### config.mk
export PLATFORM = sky130hd
export DESIGN_NAME = uart_rx_word_fifo
export DESIGN_NICKNAME = d
export VERILOG_FILES = /design/src/rtl/zoom_uart_pkg.sv /design/src/rtl/sync_fifo.sv /design/src/rtl/uart_rx_word_fifo.sv
export SDC_FILE = /design/constraint.sdc
export NUM_CORES = 1
export LEC_CHECK = 0
export ABC_AREA = 1
export CORE_MARGIN = 2
export CORE_UTILIZATION = 40
export DETAILED_ROUTE_END_ITERATION = 6
export GPL_TIMING_DRIVEN = 0
export SLEW_MARGIN = 20
export SYNTH_ARGS = -nofsm -noshare
export SYNTH_HDL_FRONTEND = slang
export SYNTH_SLANG_ARGS = --single-unit
### constraint.sdc
create_clock -name clk -period 4.7 [get_ports clk]
set_input_delay 0.94 -clock clk [delete_from_list [all_inputs] [get_ports clk]]
set_output_delay 0.94 -clock clk [all_outputs]
set_load 0.01 [all_outputs]
### src/rtl/zoom_uart_pkg.sv
// Shared UART definitions: assembler state encoding, word payload, default divisor.
package zoom_uart_pkg;

    // Default baud divisor, shared with uart_rx.
    localparam logic [12:0] UART_DIVISOR_DEFAULT = 13'h1869;

    localparam int unsigned BYTE_W = 8;
    localparam int unsigned WORD_W = 16;

    // Byte-pair assembler states.
    typedef enum logic {
        LO_WAIT = 1'b0,
        HI_WAIT = 1'b1
    } asm_state_e;

    // Little-endian word assembled from two received bytes.
    typedef struct packed {
        logic [BYTE_W-1:0] hi;
        logic [BYTE_W-1:0] lo;
    } word_t;

endpackage

### src/rtl/sync_fifo.sv
// Synchronous first-word fall-through FIFO with level, full and empty.
module sync_fifo #(
    parameter int unsigned WIDTH = 16,
    parameter int unsigned DEPTH = 4
) (
    input  logic                     clk,
    input  logic                     reset,
    input  logic                     clear,
    input  logic                     push,
    input  logic [WIDTH-1:0]         wdata,
    input  logic                     pop,
    output logic [WIDTH-1:0]         rdata,
    output logic                     full,
    output logic                     empty,
    output logic [$clog2(DEPTH):0]   level
);

    localparam int unsigned AW = $clog2(DEPTH);
    localparam int unsigned LW = AW + 1;

    logic [WIDTH-1:0] mem [DEPTH];
    logic [AW-1:0]    wr_ptr;
    logic [AW-1:0]    rd_ptr;
    logic [LW-1:0]    count;
    logic             do_push_c;
    logic             do_pop_c;

    // Pop only when non-empty; push when space exists or a pop frees a slot this cycle.
    always_comb begin
        do_pop_c  = pop && (count != '0);
        do_push_c = push && ((count != LW'(DEPTH)) || do_pop_c);
    end

    // Pointer and occupancy bookkeeping; pointers wrap modulo DEPTH.
    always_ff @(posedge clk) begin
        if (reset || clear) begin
            wr_ptr <= '0;
            rd_ptr <= '0;
            count  <= '0;
        end else begin
            if (do_push_c) begin
                wr_ptr <= wr_ptr + AW'(1);
            end
            if (do_pop_c) begin
                rd_ptr <= rd_ptr + AW'(1);
            end
            case ({do_push_c, do_pop_c})
                2'b10:   count <= count + LW'(1);
                2'b01:   count <= count - LW'(1);
                default: count <= count;
            endcase
        end
    end

    // Storage array; contents beyond the occupied range are don't-care.
    always_ff @(posedge clk) begin
        if (do_push_c && !clear) begin
            mem[wr_ptr] <= wdata;
        end
    end

    assign rdata = mem[rd_ptr];
    assign full  = (count == LW'(DEPTH));
    assign empty = (count == '0);
    assign level = count;

endmodule

### src/rtl/uart_rx_word_fifo.sv
// Pairs UART byte strobes into little-endian words, buffers them, and flags overrun/timeout.
module uart_rx_word_fifo
    import zoom_uart_pkg::*;
#(
    parameter int unsigned DEPTH          = 4,
    parameter int unsigned TIMEOUT_CYCLES = 65000,
    parameter int unsigned TW             = 16
) (
    input  logic                     clk,
    input  logic                     reset,
    input  logic                     byte_valid,
    input  logic [BYTE_W-1:0]        byte_in,
    input  logic                     flush,
    input  logic                     err_clear,
    output logic                     word_valid,
    output logic [WORD_W-1:0]        word_out,
    input  logic                     word_ready,
    output logic [$clog2(DEPTH):0]   level,
    output logic                     partial,
    output logic                     overrun,
    output logic                     timeout_err
);

    localparam logic [TW-1:0] TIMEOUT_LAST = TW'(TIMEOUT_CYCLES - 1);
    localparam logic          TIMEOUT_EN   = (TIMEOUT_CYCLES != 0);

    asm_state_e        state;
    logic [BYTE_W-1:0] lo_reg;
    logic [TW-1:0]     timer;

    word_t             push_word_c;
    logic              push_c;
    logic              pop_c;
    logic              timeout_c;
    logic              overrun_evt_c;

    logic [WORD_W-1:0] fifo_rdata;
    logic              fifo_full;
    logic              fifo_empty;

    // Handshake decode and error events for this cycle; flush suppresses all of them.
    always_comb begin
        push_word_c    = '0;
        push_word_c.hi = byte_in;
        push_word_c.lo = lo_reg;
        pop_c          = !fifo_empty && word_ready && !flush;
        push_c         = (state == HI_WAIT) && byte_valid && !flush;
        timeout_c      = TIMEOUT_EN && (state == HI_WAIT) && !byte_valid && !flush
                         && (timer == TIMEOUT_LAST);
        overrun_evt_c  = push_c && fifo_full && !pop_c;
    end

    // Byte-pair assembler with inter-byte timeout; an arriving byte beats the timeout.
    always_ff @(posedge clk) begin
        if (reset || flush) begin
            state  <= LO_WAIT;
            lo_reg <= '0;
            timer  <= '0;
        end else begin
            case (state)
                LO_WAIT: begin
                    if (byte_valid) begin
                        lo_reg <= byte_in;
                        timer  <= '0;
                        state  <= HI_WAIT;
                    end
                end
                HI_WAIT: begin
                    if (byte_valid) begin
                        state <= LO_WAIT;
                    end else if (timeout_c) begin
                        timer <= '0;
                        state <= LO_WAIT;
                    end else begin
                        timer <= timer + TW'(1);
                    end
                end
            endcase
        end
    end

    // Sticky error flags; a new event in the same cycle as err_clear wins.
    always_ff @(posedge clk) begin
        if (reset) begin
            overrun     <= 1'b0;
            timeout_err <= 1'b0;
        end else begin
            overrun     <= (overrun && !err_clear) || overrun_evt_c;
            timeout_err <= (timeout_err && !err_clear) || timeout_c;
        end
    end

    sync_fifo #(
        .WIDTH (WORD_W),
        .DEPTH (DEPTH)
    ) u_fifo (
        .clk   (clk),
        .reset (reset),
        .clear (flush),
        .push  (push_c),
        .wdata (push_word_c),
        .pop   (pop_c),
        .rdata (fifo_rdata),
        .full  (fifo_full),
        .empty (fifo_empty),
        .level (level)
    );

    assign word_valid = !fifo_empty;
    assign word_out   = fifo_empty ? '0 : fifo_rdata;
    assign partial    = (state == HI_WAIT);

endmodule

==> impl.org <==
** Synthesis
- Mapped Area :: 4390 µm²
- Synthesis-stage register bit count :: 100
- Synthesis produced 457 cells.
- Number of distinct standard cells referenced by the synthesized netlist :: 29
- The average instance in the mapped netlist occupies 9.61 µm².
- The number of nets in the synthesized netlist is 481.
- Number of warning messages in the yosys log :: 0
- For this run, the register share of the synthesized area comes to 0.602.

** Run
- Max-cap violations in this run came to 0.

** Timing
- The final max-slew violation count came to 0.
- Sum of negative setup slack :: 0 ns
- The worst pin sits at a relative slew slack of 0.417.
- Clock period minus final worst setup slack :: 3.30 ns
- RSZ-0062 raised after global routing :: no
- Final Hold Violating Endpoints :: 0
- Based on the critical path, the design can be clocked at up to 303 MHz.
- Setup violation total in the final timing report :: 0
- For the pin with the worst max-slew slack, the measured transition is 0.874 ns.
- Share of the clock period used by the worst path after layout :: 0.702
- Maximum clock skew at final layout :: 0.0150 ns

** Clocking
- Post-CTS clock slew at the launch and capture registers of the worst setup and hold paths :: 0.10 ns
- Latest clock arrival within the worst-skew pair :: 0.38 ns
- Number of buffers added by the clock tree synthesis step :: 9
- Clock sink count :: 100
- In this run the deepest clock path goes through 2 buffers.
- TritonCTS built the clock tree.
- Count of instances resized after the clock tree is built :: 0
- In this run, post-CTS hold repair placed 0 buffers.
- Clock Root Buffer :: sky130_fd_sc_hd__clkbuf_8
- The H-tree generated during clock tree synthesis spans 3 levels.
- The number of setup buffers added after CTS is 0.

** Die
- The total area inside the core boundary comes to 10800 µm².
- Die span in y :: 109 µm
- DIE WIDTH :: 109 µm
- The die covers 11800 µm².
- For this design the top-level I/O count stands at 37.
- Row count :: 38
- Starting density of the core :: 0.407

** GRT
- Entering global routing, the biggest net connects 19 pins.
- The first global-routing pass estimated 15400 µm of wire.
- In the global route stage, overall resource usage came out at 0.172.
- The number of global-route vias before repair is 3165.
- Number of antenna violations at the first check in global routing :: 0
- After global routing the overflow that remains totals 0.

** Critical path
- For the worst setup path, the data required time is 3.76 ns.
- Across all register-to-register paths, the minimum setup slack is 2.55 ns.
- Of all nets on the critical path, the largest fanout is 10.
- By startpoint and endpoint, the worst setup path is classified as register to output port.
- Data arrives at the worst endpoint at 2.36 ns.
- Category of the worst setup path capture point :: output port
- STA classifies the critical path startpoint as a register.

** Pwr
- For this design the static power due to leakage is 1.75 nW.
- In this run the power density over the cells is 292 nW/µm².
- IR analysis of the VDD net gives a maximum drop of 0.163 mV.

** Placed design
- Buffers added on ports :: 36
- The HPWL after detailed placement is 6290 µm.
- Routability-driven placement finished with a final weighted congestion of 0.832.

** Detailed routing
- Residual DRC count :: 0
- DRT antenna net count :: 0
- For this block, the routed nets add up to 9080 µm of wire.
- Pre-Repair DR Iteration Count :: 4
- In the final routed layout, each cell accounts on average for 13.9 µm.
- Starting DRT DRC Count :: 126
- Vias after detailed routing :: 3197
- Vias per cell :: 4.90

** Hold path
- Classification of the worst-slack hold path :: register to register

** Finish
- For this run, the post-layout net count is 531.
- The area growth from synthesis to layout is 17.6%.
- The library cells used most frequently in the layout, excluding fill and tap cells, are 81 x sky130_fd_sc_hd__nor2_1, 70 x sky130_fd_sc_hd__nand2_1, 64 x sky130_fd_sc_hd__edfxtp_1.
- Counting the fill cells in the layout gives 997.
- The number of antenna diodes in the final layout is 0.
- Largest register FFs :: 64
- Final Core Density :: 0.479
- The library cell used most frequently in the layout, excluding fill and tap cells, is sky130_fd_sc_hd__nor2_1.
- Layout cell share with drive strength beyond 1 :: 0.137

** Run status
- Result of the run :: finished, final reports clean
==> per-stage QoR <==
stage	area, µm²	power [mW]	instances	setup WS, ns	hold slack (ns)
2_1_floorplan	4390	0.986	457	2.25	0.460
3_3_place_gp	4930	1.02	633	1.08	0.458
3_5_place_dp	4980	1.02	636	1.52	0.464
4_1_cts	5170	1.53	652	1.38	0.483
5_1_grt	5170	1.56	652	1.20	0.503
6_report	5170	1.51	652	1.40	0.476
==> cells in the mapped netlist (all sizes together) <==
cell type,n,area (µm²)
nand2,79,324
nor2,105,469
dfxtp,36,721
fa,1,20.0
clkinv,1,5.00
nand3b,2,15.0
buf,7,35.0
o21ai,45,225
inv,34,128
a21o,1,7.51
clkbuf,7,28.8
nand4,5,31.3
o21bai,1,7.51
a21oi,42,214
nand3,11,75.1
and3,1,6.26
xor2,4,35.0
or2,1,6.26
nor3,1,5.00
ha,9,113
edfxtp,64,1920
==> final cells by class <==
cell class / instances / area (µm²) / share of cell area
Timing Repair Buffer: 39 / 405 / 0.0785
Tap cell: 140 / 175 / 0.0339
Clock buffer: 9 / 124 / 0.0240
Buffer: 14 / 63.8 / 0.0124
Sequential cell: 100 / 2640 / 0.512
Clock inverter: 7 / 58.8 / 0.0114
Inverter: 35 / 133 / 0.0257
Multi-Input combinational cell: 308 / 1560 / 0.303
==> power by group <==
part           leakage (nW)  internal, mW  switching, mW
clock                0.0873         0.201          0.312
combinational         0.771        0.0214         0.0348
sequential            0.889         0.935        0.00428
==> cells by family (layout without fill, tap and decap cells) <==
kind of cell	after synthesis	after routing	synth area share
compound gates	89	89	0.103
simple gates	205	205	0.212
xor+xnor	4	4	0.00797
buf+inv	49	104	0.0447
fa+ha+maj	10	10	0.0302
flops	100	100	0.602
==> final timing paths <==
path | startpoint | to | cells after the start
hold reg to reg | overrun$_SDFF_PP0_ | overrun$_SDFF_PP0_ | 2
hold / removal | overrun$_SDFF_PP0_ | overrun$_SDFF_PP0_ | 2
setup / recovery | u_fifo.level[1]$_SDFFE_PP0P_ | word_out[7] | 6
setup reg to reg | u_fifo.level[1]$_SDFFE_PP0P_ | u_fifo.level[2]$_SDFFE_PP0P_ | 12
==> layer usage <==
| metal | GRT usage | vias to the layer above | share of wire | wire (µm) |
|---|---|---|---|---|
| met4 | 0.0531 | 0 | 0.011 | 103 |
| met2 | 0.295 | 66 | 0.50 | 4540 |
| li1 | - | 1620 | - | - |
| met1 | 0.216 | 1500 | 0.44 | 4020 |
| met3 | 0.0389 | 11 | 0.046 | 420 |
| met5 | 0 | - | 0 | 0 |
==> worst max-delay path: stages, from the launching register on <==
cell and delay (ns):
sky130_fd_sc_hd__dfxtp_1 0.36, sky130_fd_sc_hd__inv_2 0.09, sky130_fd_sc_hd__nand3_2 0.12, sky130_fd_sc_hd__inv_1 0.25
sky130_fd_sc_hd__clkbuf_1 0.52, sky130_fd_sc_hd__a21oi_1 0.14, sky130_fd_sc_hd__clkdlybuf4s50_1 0.52
No activity file was read; power rests on OpenSTA's default activity.
==> edit 1 (same settings) <==
Put a register stage on the output `level`, cleared by the reset. The value now appears one clock later. The other outputs are not delayed to match.
--- a/src/rtl/uart_rx_word_fifo.sv
+++ b/src/rtl/uart_rx_word_fifo.sv
@@ -23,6 +23,8 @@
 
     localparam logic [TW-1:0] TIMEOUT_LAST = TW'(TIMEOUT_CYCLES - 1);
     localparam logic          TIMEOUT_EN   = (TIMEOUT_CYCLES != 0);
+
+    logic [$clog2(DEPTH):0] level_d;
 
     asm_state_e        state;
     logic [BYTE_W-1:0] lo_reg;
@@ -103,12 +105,20 @@
         .rdata (fifo_rdata),
         .full  (fifo_full),
         .empty (fifo_empty),
-        .level (level)
+        .level (level_d)
     );
 
     assign word_valid = !fifo_empty;
     assign word_out   = fifo_empty ? '0 : fifo_rdata;
     assign partial    = (state == HI_WAIT);
 
+    always_ff @(posedge clk) begin
+        if (reset) begin
+            level <= '0;
+        end else begin
+            level <= level_d;
+        end
+    end
+
 endmodule
 
Check against the original RTL: not equivalent (Yosys sat finds a counterexample within 4 cycles, from zero or initial values and one cycle with reset high).
==> edit 1 against the original RTL <==
  * Cell area up 0.41%
  * Highest routed layer unchanged
  * Largest cell class unchanged
  * Non-clock buffer count up 1
  * Cell count up 1.5%
  * Via count up 0.50%
  * Worst setup slack better by 58 ps
  * Register-to-register slack worse by 30 ps
  * Area after synthesis up 0.46%
  * Die area up 0.44%
  * Sequential cell count up 3
  * Critical path type unchanged
  * Total power up 2.1%
  * Clock skew down 5.3 ps
  * Sequential share of layout area up 0.95 points
  * Wire length up 3.0%
==> edit 1: results (changes against the original RTL) <==
stage	metric	value	unit	change
critical_path	Worst EP arrival	2300	ps	was 2360 ps
clock_tree	post-CTS sizing	0		unchanged
critical_path	worst stage delay on the critical path	570	ps	was 520 ps
detailed_routing	M1 WL	4.31	mm	was 4.02 mm
global_route	GRT Total Usage	16.5	%	was 17.2%
global_route	vias in the first global route	3027		was 3,165
worst_hold_path	Min-Delay Path Class	flop to flop		unchanged
place	Placed Cells	646		was 636
pwr	peak supply drop	0.130	mV	was 0.163 mV
final_layout	Post-Layout Cell Count	662		was 652
detailed_routing	final WL	9.35	mm	was 9.08 mm
clock_tree	TritonCTS Buffers	9		unchanged
critical_path	Crit-path slowest cell	clkdlybuf4s50_1		was clkbuf_1
yosys	asr flop ratio synth	0	%	unchanged
detailed_routing	DRT iter0 DRCs	191		was 126
yosys	Synth top cells by count	98 x nor2_1, 75 x nand2_1, 64 x edfxtp_1		was 85 x nor2_1, 70 x nand2_1, 64 x edfxtp_1
global_route	first-pass GRT wire length	15.0	mm	was 15.4 mm
detailed_routing	Via density	4.85		was 4.90
clock_tree	Worst-path clk slew	100	ps	about the same
yosys	Mapped Nets	490		was 481
place	dpl hpwl	6.53	mm	was 6.29 mm
yosys	synth top area cells	edfxtp_1 44%, dfxtp_1 18%, nor2_1 8.3%		was edfxtp_1 44%, dfxtp_1 16%, nor2_1 7.3%
final_layout	layout cells sized above 1	10.5	%	was 13.7%
global_route	largest net degree at the start of global routing	19		unchanged
pwr	leakage	0.00180	uW	was 0.00175 uW
sta	skew final	9.67	ps	was 15.0 ps
clock_tree	Max clock buf depth	2		unchanged
detailed_routing	top routing layer in use	met4		unchanged
detailed_routing	WL met2	4.53	mm	was 4.54 mm
place	Placed Instance Area	5010	sq um	was 4980 sq um
final_layout	Final nets	541		was 531
yosys	Avg Cell Area, Syn	9.47	sq um	was 9.61 sq um
final_layout	max reg flops	64		unchanged
run_status	status	finished, final reports clean		unchanged
place	GPL Wtd Cong	0.862		was 0.832
detailed_routing	met3 WL	425	microns	was 420 microns
sta	worst rel slew slack	63.1	%	was 41.7%
yosys	EDFF count, synth	64		unchanged
detailed_routing	First-pass DRT Iterations	4		unchanged
yosys	sequential fraction of the synthesis area	61.2	%	was 60.2%
yosys	Netlist cell types	26		was 29
edit 1: path summary, 6_finish.rpt:
path	start	endpoint	slack [ps]	cells after the start
worst max-delay path	flop	word_out[7]	1460	6
worst min-delay path	timeout_err$_SDFF_PP0_	timeout_err$_SDFF_PP0_	470	2
worst max register to register	u_fifo.level[0]$_SDFFE_PP0P_	u_fifo.level[2]$_SDFFE_PP0P_	2520	12
worst min register to register	timeout_err$_SDFF_PP0_	timeout_err$_SDFF_PP0_	470	2
edit 1: worst register-to-register path, delay by kind of cell (launching register included):
kind                       cells  cell delay, ps
and+or+nand+nor                4             530
AOI/OAI and AO/OA              4             470
adders and majority gates      2             560
buffers and inverters          2             170
DFF                            1             340
edit 1: cell families (layout without fill, tap and decap cells):
logic type / count (synthesis) / after routing / synth area share, %
adders and majority gates: 10 / 10 / 3.01
AOI/OAI and AO/OA: 90 / 90 / 10.4
xor gates and xnor gates: 4 / 4 / 0.794
buffers and inverters: 51 / 107 / 4.56
and+or+nand+nor: 208 / 208 / 20.0
DFF: 103 / 103 / 61.2
edit 1: final cells by class:
class | instances | area, sq um
Tap cell | 140 | 175
Fill cell | 1028 | 5610
Clock inverter | 7 | 52.6
Multi-Input combinational cell | 312 | 1520
Inverter | 37 | 139
Timing Repair Buffer | 40 | 413
Sequential cell | 103 | 2700
Clock buffer | 9 | 124
Buffer | 14 | 62.6
edit 1: metal layers:
layer  GRT usage [%]  vias to the layer above
met5               0                        -
met4            4.12                        0
met3            3.83                        8
met2            28.4                       54
met1            21.0                     1500
li1                -                     1651
edit 1: stage by stage:
step / setup WS, ps / hold WS (ps)
2_1_floorplan: 2250 / 460
3_3_place_gp: 1110 / 457
3_5_place_dp: 1450 / 463
4_1_cts: 1420 / 478
5_1_grt: 1240 / 516
6_report: 1460 / 473
edit 1: where the power goes:
group / internal, uW / switching [uW]
Sequential: 961 / 4.46
Clock: 200 / 313
Combinational: 24.3 / 37.9
==> edit 2 (same flow settings) <==
Without the edit above. Set the parameter `TW` to 15 (it was 16).
--- a/src/rtl/uart_rx_word_fifo.sv
+++ b/src/rtl/uart_rx_word_fifo.sv
@@ -4,7 +4,7 @@
 #(
     parameter int unsigned DEPTH          = 4,
     parameter int unsigned TIMEOUT_CYCLES = 65000,
-    parameter int unsigned TW             = 16
+    parameter int unsigned TW             = 15
 ) (
     input  logic                     clk,
     input  logic                     reset,
Behaviour: same outputs for any inputs over 10 cycles, from zero or initial values and one cycle with reset high; that may be too few to reach the edited logic, so the function may still have changed.
==> edit 2 against the original RTL <==
  * Area after synthesis shrank 3.7%
  * Worst setup slack improved by 67 ps
  * Largest power group unchanged
  * Sequential cell count is 1 lower
  * Critical path depth stayed put
  * Cell area is 3.3% lower
  * Total power shrank 1.2%
  * Synthesized cell count shrank 4.2%
  * Wire length fell by 1.7%
==> edit 2: results (changes against the original RTL) <==
stage	metric	value	unit	change
clock_tree	Worst-path clk slew	80	ps	was 100 ps
clock_tree	clk_lat worst skew	360	ps	was 380 ps
yosys	Netlist cell types	30		was 29
pwr	leakage	0.00181	uW	was 0.00175 uW
final_layout	Final nets	512		was 531
place	dpl hpwl	6.08	mm	was 6.29 mm
global_route	first-pass GRT wire length	14.6	mm	was 15.4 mm
yosys	Avg Cell Area, Syn	9.66	sq um	was 9.61 sq um
run_status	status	finished, final reports clean		unchanged
place	Placed Cells	614		was 636
yosys	Synth top cells by count	99 x nor2_1, 64 x edfxtp_1, 55 x nand2_1		was 85 x nor2_1, 70 x nand2_1, 64 x edfxtp_1
pwr	sw frac	22.1	%	was 23.3%
detailed_routing	DR vias	3045		was 3,197
place	I/O Buffers	36		unchanged
sta	skew final	14.0	ps	was 15.0 ps
detailed_routing	final WL	8.92	mm	was 9.08 mm
global_route	met2 usage	27.1	%	was 29.5%
final_layout	Post-Layout Cell Count	630		was 652
global_route	largest net degree at the start of global routing	17		was 19
critical_path	Worst EP arrival	2290	ps	was 2360 ps
global_route	routing usage on met3	3.65	%	was 3.89%
sta	worst rel slew slack	54.6	%	was 41.7%
pwr	peak supply drop	0.120	mV	was 0.163 mV
global_route	GR met1 Demand/Resource	22.2	%	was 21.6%
yosys	asr flop ratio synth	0	%	unchanged
place	GPL Wtd Cong	0.876		was 0.832
final_layout	layout cells sized above 1	11.1	%	was 13.7%
yosys	Mapped Nets	461		was 481
global_route	GRT Total Usage	16.7	%	was 17.2%
critical_path	R2R depth	6		was 12
detailed_routing	DRT iter0 DRCs	133		was 126
## edit 2: layout make-up
class                           instances  area (sq um)
Multi-Input combinational cell        283          1380
Timing Repair Buffer                   40           413
Sequential cell                        99          2620
Clock inverter                          4          27.5
Tap cell                              136           170
Clock buffer                           12           145
Inverter                               40           150
Buffer                                 16          85.1
Fill cell                             982          5280
## edit 2: path summary, 6_finish.rpt
path                            slack [ps]                          end               start
worst min-delay path                   470           overrun$_SDFF_PP0_  overrun$_SDFF_PP0_
worst min register to register         470           overrun$_SDFF_PP0_  overrun$_SDFF_PP0_
worst max-delay path                  1470                 word_out[11]                flop
worst max register to register        2390  u_fifo.mem[2][15]$_DFFE_PP_  partial$_SDFF_PP0_
## edit 2: metal layers
metal | routed length, microns | share of wire, %
met1 | 4160 | 47
met2 | 4210 | 47
met3 | 363 | 4.1
met4 | 187 | 2.1
met5 | 0 | 0
## edit 2: stage by stage
stage	cell area [sq um]	setup slack [ps]	utilization (%)	hold WS (ps)	power (uW)
floorplan	4230	2140	-	452	985
global placement	4760	888	46.3	459	1020
detailed placement	4820	1460	46.9	455	1020
CTS	4990	1440	48.6	476	1510
global route	4990	1330	48.6	495	1550
finish	4990	1470	48.6	471	1490
## edit 2: power groups by stage
| stage | registers, uW | clock network, uW | logic, uW |
|---|---|---|---|
| detailed placement | 952 | 0 | 69.3 |
| finish | 932 | 490 | 68.6 |
| global route | 933 | 541 | 75.2 |
| global placement | 952 | 0 | 67.5 |
| floorplan | 951 | 0 | 34.0 |
| CTS | 932 | 506 | 69.5 |
## edit 2: cells by family (layout without fill, tap and decap cells)
| family | Yosys count | in the layout | synth area share [%] |
|---|---|---|---|
| AO/OA/AOI/OAI | 72 | 72 | 8.61 |
| XOR/XNOR | 9 | 9 | 1.86 |
| adder cells (fa/ha/maj) | 9 | 9 | 2.84 |
| buffers and inverters | 56 | 112 | 5.56 |
| flip-flops | 99 | 99 | 62.0 |
| AND/OR/NAND/NOR | 193 | 193 | 19.1 |
## edit 2: worst max-delay path: stages, from the launching register on
cell and delay, ps:
dfxtp_1 310, buf_2 150, inv_2 90, clkbuf_1 460, o21ai_0 200, a21oi_1 180, clkdlybuf4s50_1 560
